==> config.mk <==
export PLATFORM = sky130hd
export DESIGN_NAME = sram_port_ctrl
export DESIGN_NICKNAME = d
export VERILOG_FILES = /design/src/rtl/sram_ctrl_pkg.sv /design/src/rtl/sram_lane_merge.sv /design/src/rtl/sram_port_ctrl.sv
export SDC_FILE = /design/constraint.sdc
export NUM_CORES = 1
export LEC_CHECK = 0
export ABC_AREA = 1
export BUFFER_PORTS_ARGS = -buffer_cell sky130_fd_sc_hd__buf_4
export CAP_MARGIN = 0
export CORE_MARGIN = 5
export CORE_UTILIZATION = 49
export CTS_CLUSTER_SIZE = 8
export DETAILED_ROUTE_END_ITERATION = 10
export GPL_ROUTABILITY_DRIVEN = 0
export PLACE_DENSITY = 0.88
export SLEW_MARGIN = 20
export SYNTH_ARGS = -nofsm -noshare
export SYNTH_HDL_FRONTEND = slang
export SYNTH_SLANG_ARGS = --single-unit
==> constraint.sdc <==
create_clock -name clk -period 2 [get_ports clk]
set_input_delay 0.3 -clock clk [delete_from_list [all_inputs] [get_ports clk]]
set_output_delay 0.3 -clock clk [all_outputs]
set_load 0.005 [all_outputs]
==> src/rtl/sram_ctrl_pkg.sv <==
//==== sram_ctrl_pkg -- shared types/constants for the SRAM port controller (rev 1.0) ====
`default_nettype none

package sram_ctrl_pkg;

  localparam int SRAM_AW = 10;
  localparam int SRAM_DW = 32;

  typedef enum logic [2:0] {
    ST_IDLE   = 3'd0,
    ST_RD     = 3'd1,
    ST_WR     = 3'd2,
    ST_RMW_RD = 3'd3,
    ST_RMW_WR = 3'd4,
    ST_RSP    = 3'd5
  } state_e;

  typedef enum logic [1:0] {
    SZ_BYTE = 2'd0,
    SZ_HALF = 2'd1,
    SZ_WORD = 2'd2,
    SZ_ILL  = 2'd3
  } size_e;

  // Naturally aligned accesses only; the illegal size encoding always errors.
  function automatic logic is_misaligned(input logic [1:0] size, input logic [1:0] lane);
    logic w_bad;
    case (size)
      SZ_BYTE: w_bad = 1'b0;
      SZ_HALF: w_bad = lane[0];
      SZ_WORD: w_bad = |lane;
      default: w_bad = 1'b1;
    endcase
    return w_bad;
  endfunction

endpackage

`default_nettype wire

==> src/rtl/sram_lane_merge.sv <==
//==== sram_lane_merge -- byte-lane mask, write merge and read alignment (rev 1.0) ====
`default_nettype none

module sram_lane_merge
  import sram_ctrl_pkg::*;
(
  input  logic [1:0]         i_size,
  input  logic [1:0]         i_lane,
  input  logic [SRAM_DW-1:0] i_wdata,
  input  logic [SRAM_DW-1:0] i_dout,
  output logic [SRAM_DW-1:0] o_bm,
  output logic [SRAM_DW-1:0] o_merged,
  output logic [SRAM_DW-1:0] o_rdata
);

  logic [4:0]         w_shift;
  logic [SRAM_DW-1:0] w_bm;
  logic [SRAM_DW-1:0] w_wshift;
  logic [SRAM_DW-1:0] w_rshift;

  always_comb begin
    w_shift = {i_lane, 3'b000};
    case (i_size)
      SZ_BYTE: w_bm = 32'h0000_00FF << w_shift;
      SZ_HALF: w_bm = 32'h0000_FFFF << {i_lane[1], 4'b0000};
      SZ_WORD: w_bm = 32'hFFFF_FFFF;
      default: w_bm = 32'h0000_0000;
    endcase
  end

  // Write data is right-justified; move it into its lane and keep unmasked old bytes.
  always_comb begin
    w_wshift = i_wdata << w_shift;
    o_bm     = w_bm;
    o_merged = (i_dout & ~w_bm) | (w_wshift & w_bm);
  end

  always_comb begin
    w_rshift = i_dout >> w_shift;
    case (i_size)
      SZ_BYTE: o_rdata = {24'h000000, w_rshift[7:0]};
      SZ_HALF: o_rdata = {16'h0000, w_rshift[15:0]};
      SZ_WORD: o_rdata = w_rshift;
      default: o_rdata = 32'h0000_0000;
    endcase
  end

endmodule

`default_nettype wire

==> src/rtl/sram_port_ctrl.sv <==
//==== sram_port_ctrl -- CPU request port to single-port sync SRAM with sub-word RMW (rev 1.0) ====
`default_nettype none

module sram_port_ctrl
  import sram_ctrl_pkg::*;
(
  input  logic               clk,
  input  logic               rst_n,
  input  logic               req_valid,
  output logic               req_ready,
  input  logic               req_we,
  input  logic [11:0]        req_addr,
  input  logic [1:0]         req_size,
  input  logic [31:0]        req_wdata,
  output logic               rsp_valid,
  output logic [31:0]        rsp_rdata,
  output logic               rsp_err,
  output logic [SRAM_AW-1:0] sram_addr,
  output logic [SRAM_DW-1:0] sram_din,
  output logic [SRAM_DW-1:0] sram_bm,
  output logic               sram_wen,
  output logic               sram_ren,
  output logic               sram_men,
  input  logic [SRAM_DW-1:0] sram_dout
);

  state_e             r_state;
  state_e             w_next;
  logic               r_we;
  logic [11:0]        r_addr;
  logic [1:0]         r_size;
  logic [31:0]        r_wdata;
  logic               r_err;
  logic               w_accept;
  logic               w_bad;
  logic [SRAM_DW-1:0] w_bm;
  logic [SRAM_DW-1:0] w_merged;
  logic [SRAM_DW-1:0] w_rdata;

  assign req_ready = (r_state == ST_IDLE) & rst_n;
  assign w_accept  = req_valid & req_ready;
  assign w_bad     = is_misaligned(req_size, req_addr[1:0]);

  always_ff @(posedge clk or negedge rst_n) begin
    if (!rst_n) begin
      r_state <= ST_IDLE;
    end else begin
      r_state <= w_next;
    end
  end

  always_ff @(posedge clk or negedge rst_n) begin
    if (!rst_n) begin
      r_we    <= 1'b0;
      r_addr  <= '0;
      r_size  <= '0;
      r_wdata <= '0;
      r_err   <= 1'b0;
    end else if (w_accept) begin
      r_we    <= req_we;
      r_addr  <= req_addr;
      r_size  <= req_size;
      r_wdata <= req_wdata;
      r_err   <= w_bad;
    end
  end

  always_comb begin
    w_next = r_state;
    case (r_state)
      ST_IDLE: begin
        if (w_accept) begin
          if (w_bad)                w_next = ST_RSP;
          else if (!req_we)         w_next = ST_RD;
          else if (req_size == SZ_WORD) w_next = ST_WR;
          else                      w_next = ST_RMW_RD;
        end
      end
      ST_RD:     w_next = ST_RSP;
      ST_WR:     w_next = ST_RSP;
      ST_RMW_RD: w_next = ST_RMW_WR;
      ST_RMW_WR: w_next = ST_RSP;
      ST_RSP:    w_next = ST_IDLE;
      default:   w_next = ST_IDLE;
    endcase
  end

  sram_lane_merge u_lane_merge (
    .i_size   (r_size),
    .i_lane   (r_addr[1:0]),
    .i_wdata  (r_wdata),
    .i_dout   (sram_dout),
    .o_bm     (w_bm),
    .o_merged (w_merged),
    .o_rdata  (w_rdata)
  );

  // Strobes depend on state alone, so an async reset drops them immediately.
  always_comb begin
    sram_ren = (r_state == ST_RD) || (r_state == ST_RMW_RD);
    sram_wen = (r_state == ST_WR) || (r_state == ST_RMW_WR);
    sram_men = sram_ren | sram_wen;
    sram_addr = sram_men ? r_addr[11:2] : '0;
    sram_bm   = sram_men ? w_bm : '0;
    case (r_state)
      ST_WR:     sram_din = r_wdata;
      ST_RMW_WR: sram_din = w_merged;
      default:   sram_din = '0;
    endcase
  end

  // sram_dout in RSP still holds the word fetched during RD.
  always_comb begin
    rsp_valid = (r_state == ST_RSP);
    rsp_err   = rsp_valid & r_err;
    rsp_rdata = (rsp_valid && !r_we && !r_err) ? w_rdata : 32'h0000_0000;
  end

endmodule

`default_nettype wire

==> run metrics <==
outcome=finished with violations; violated checks=negative setup slack; final hold violations=0; synth cell count leaders=305 x nand2_1, 95 x nand3_1, 88 x inv_1; Worst-path clk slew=0.10 ns; Clock Skew=0.00813 ns; wire length per cell=16.3 um; core area=0.00876 mm2; DRT iter0 DRCs=619; Die Y=105 um; Tot GR Track Use=27.1%; first-pass GRT wire length=24600 um; Hold WC Path Type=in2async; hold slack=0.129 ns; FF-to-FF setup slack=0.33 ns; CP Launch Type=register; Synth cell types=20; Area growth syn-to-layout=48.1%; DRT Pass-1 Iters=6; Final Cell Area=0.00654 mm2; RSZ-0062 raised after global routing=true; drc violations=0; clock tree buffer depth=2; fin util=74.6%; Total Wirelength=17000 um; flops & latches, synth=51; ys flop type=dfrtp_1; number of synthesized flops with an enable pin=0; Worst EP arrival=1.86 ns; routed via count=5642; Ports=194; placed insts=1021; R2R cell count=8; Final Cycle Share=108%; Final ANT Viol Nets=0; synth top area cells=dfrtp_1 29%, nand2_1 26%, nand3_1 11%; Slew Limit Fails=0; Remaining Overflow, GRT=0; FMAX=0.464 GHz; Critical Path End Type=primary output; Die ar.=0.0110 mm2; nets=1019; dpl cell area=0.00582 mm2; Max-Slew Margin vs Limit=56.6%; Die W=105 um; Clock Latency Late Sink=0.32 ns; Final setup viols=74; clk sink count=51; Mapped Avg Cell Area=5.79 um2; Vias/cell=5.39; final worst slack=-0.156 ns; post-route minimum period=2.16 ns; synth warn=0; Yosys top cell area share=28.9%; RR Endpoint=r_wdata[9]; Max-Cap Viols=0; synthesized net count=844; Post-Syn Area=0.00441 mm2; fillers=682; synthesized instance count=762; root buffer selected by CTS=clkbuf_8; largest net degree at the start of global routing=52; Antenna Cells=0; Slew @ Worst Pin=0.651 ns; largest area contributor in the netlist=dfrtp_1; Pleak=3.63 nW; Power Dens Cells=1670 mW/mm2; Num CTS Buffers=5; worst r2r src=r_state[0]; Setup CP Type=reg2out; most common cell in the netlist=nand2_1; crit-path max FO=15; layout cells sized above 1=35.2%; vias in the first global route=5067; Worst Path Required=1.70 ns; DP HPWL=12100 um; Post-Layout Cell Count=1046; Post-synth ARST share=100%; # rows=34; initial core utilization=50.4%; port bufs=193; CTS tree=done; Max IR drop VDD=0.889 mV; initial antenna violation count=0; post-synthesis sequential area ratio=28.9%; H-tree lvl count=2
## layout by cell type, fill, tap and decap left out, drive strengths merged
| cell | instances |
|---|---|
| nand2 | 314 |
| buf | 235 |
| nand3 | 95 |
| inv | 93 |
| nor2 | 57 |
| dfrtp | 51 |
| o21ai | 47 |
| a21oi | 20 |
| a22oi | 9 |
| o21a | 8 |
| clkbuf | 6 |
| nor3 | 1 |
| nand4 | 1 |
| bufinv | 1 |
## metal layers
| metal | wire length, um | GRT usage [%] | vias to the layer above |
|---|---|---|---|
| li1 | - | - | 2679 |
| met1 | 6200 | 34.9 | 2521 |
| met2 | 8170 | 45.2 | 369 |
| met3 | 1870 | 5.49 | 73 |
| met4 | 764 | 9.32 | 0 |
| met5 | 0 | 0 | - |
## critical path, stage by stage, from the launching register on
cell     delay, ns
dfrtp_1       0.44
buf_6         0.16
nor2_4        0.16
buf_6         0.16
inv_4         0.08
o21ai_1       0.18
nor2_1        0.08
nor2_1        0.13
buf_4         0.13
## metrics by stage
step	TNS [ns]	power (mW)	setup slack, ns
global placement	0	8.31	0.157
detailed placement	0	8.44	0.0853
global route	-9.10	11.7	-0.213
floorplan	0	5.99	0.217
CTS	-0.311	9.61	-0.0375
finish	-2.08	10.9	-0.156
## cells by family after synthesis
kind of cell	synth area share, %
flip-flops	28.9
buffers and inverters	17.1
AND/OR/NAND/NOR	43.5
AO/OA/AOI/OAI	10.5
## layout make-up
type / count / area, um2 / share of cell area [%]
multi-input cells: 552 / 2740 / 41.9
repair buffers: 235 / 1920 / 29.3
flip-flops and latches: 51 / 1280 / 19.6
inverters: 92 / 350 / 5.36
well taps: 108 / 135 / 2.07
clock buffers: 6 / 72.6 / 1.11
clock inverters: 2 / 38.8 / 0.593
## what timing repair did
action / CTS / global route
cloned: 1 / 2
setup buffers: 5 / 9
hold buffers: 0 / 0
endpoints found under the setup margin: 104 / 107
resized for setup: 45 / 87
pin swaps: 3 / 19
## registers in the layout (all words and copies together) (netlist names)
name	flops
r_state	3
r_we	1
r_size	2
r_err	1
r_wdata	32
r_addr	12
## where the power goes
group	switching, mW	internal, mW	total, mW
registers	0.495	1.52	2.02
clock network	0.357	0.378	0.735
logic	4.58	3.57	8.15
total	5.43	5.47	10.9
## how the worst max path moves through the flow
stage / cells after the start / startpoint / to
after global routing: 8 / r_addr[0] / rsp_rdata[8]
after floorplan: 5 / r_addr[1] / sram_bm[1]
after detailed placement: 6 / r_state[0] / sram_bm[31]
after CTS: 9 / r_addr[1] / sram_din[13]
after global placement: 6 / r_state[0] / sram_bm[31]
final: 8 / r_addr[0] / rsp_rdata[15]
Note: power is estimated with default switching activity, not from simulation.
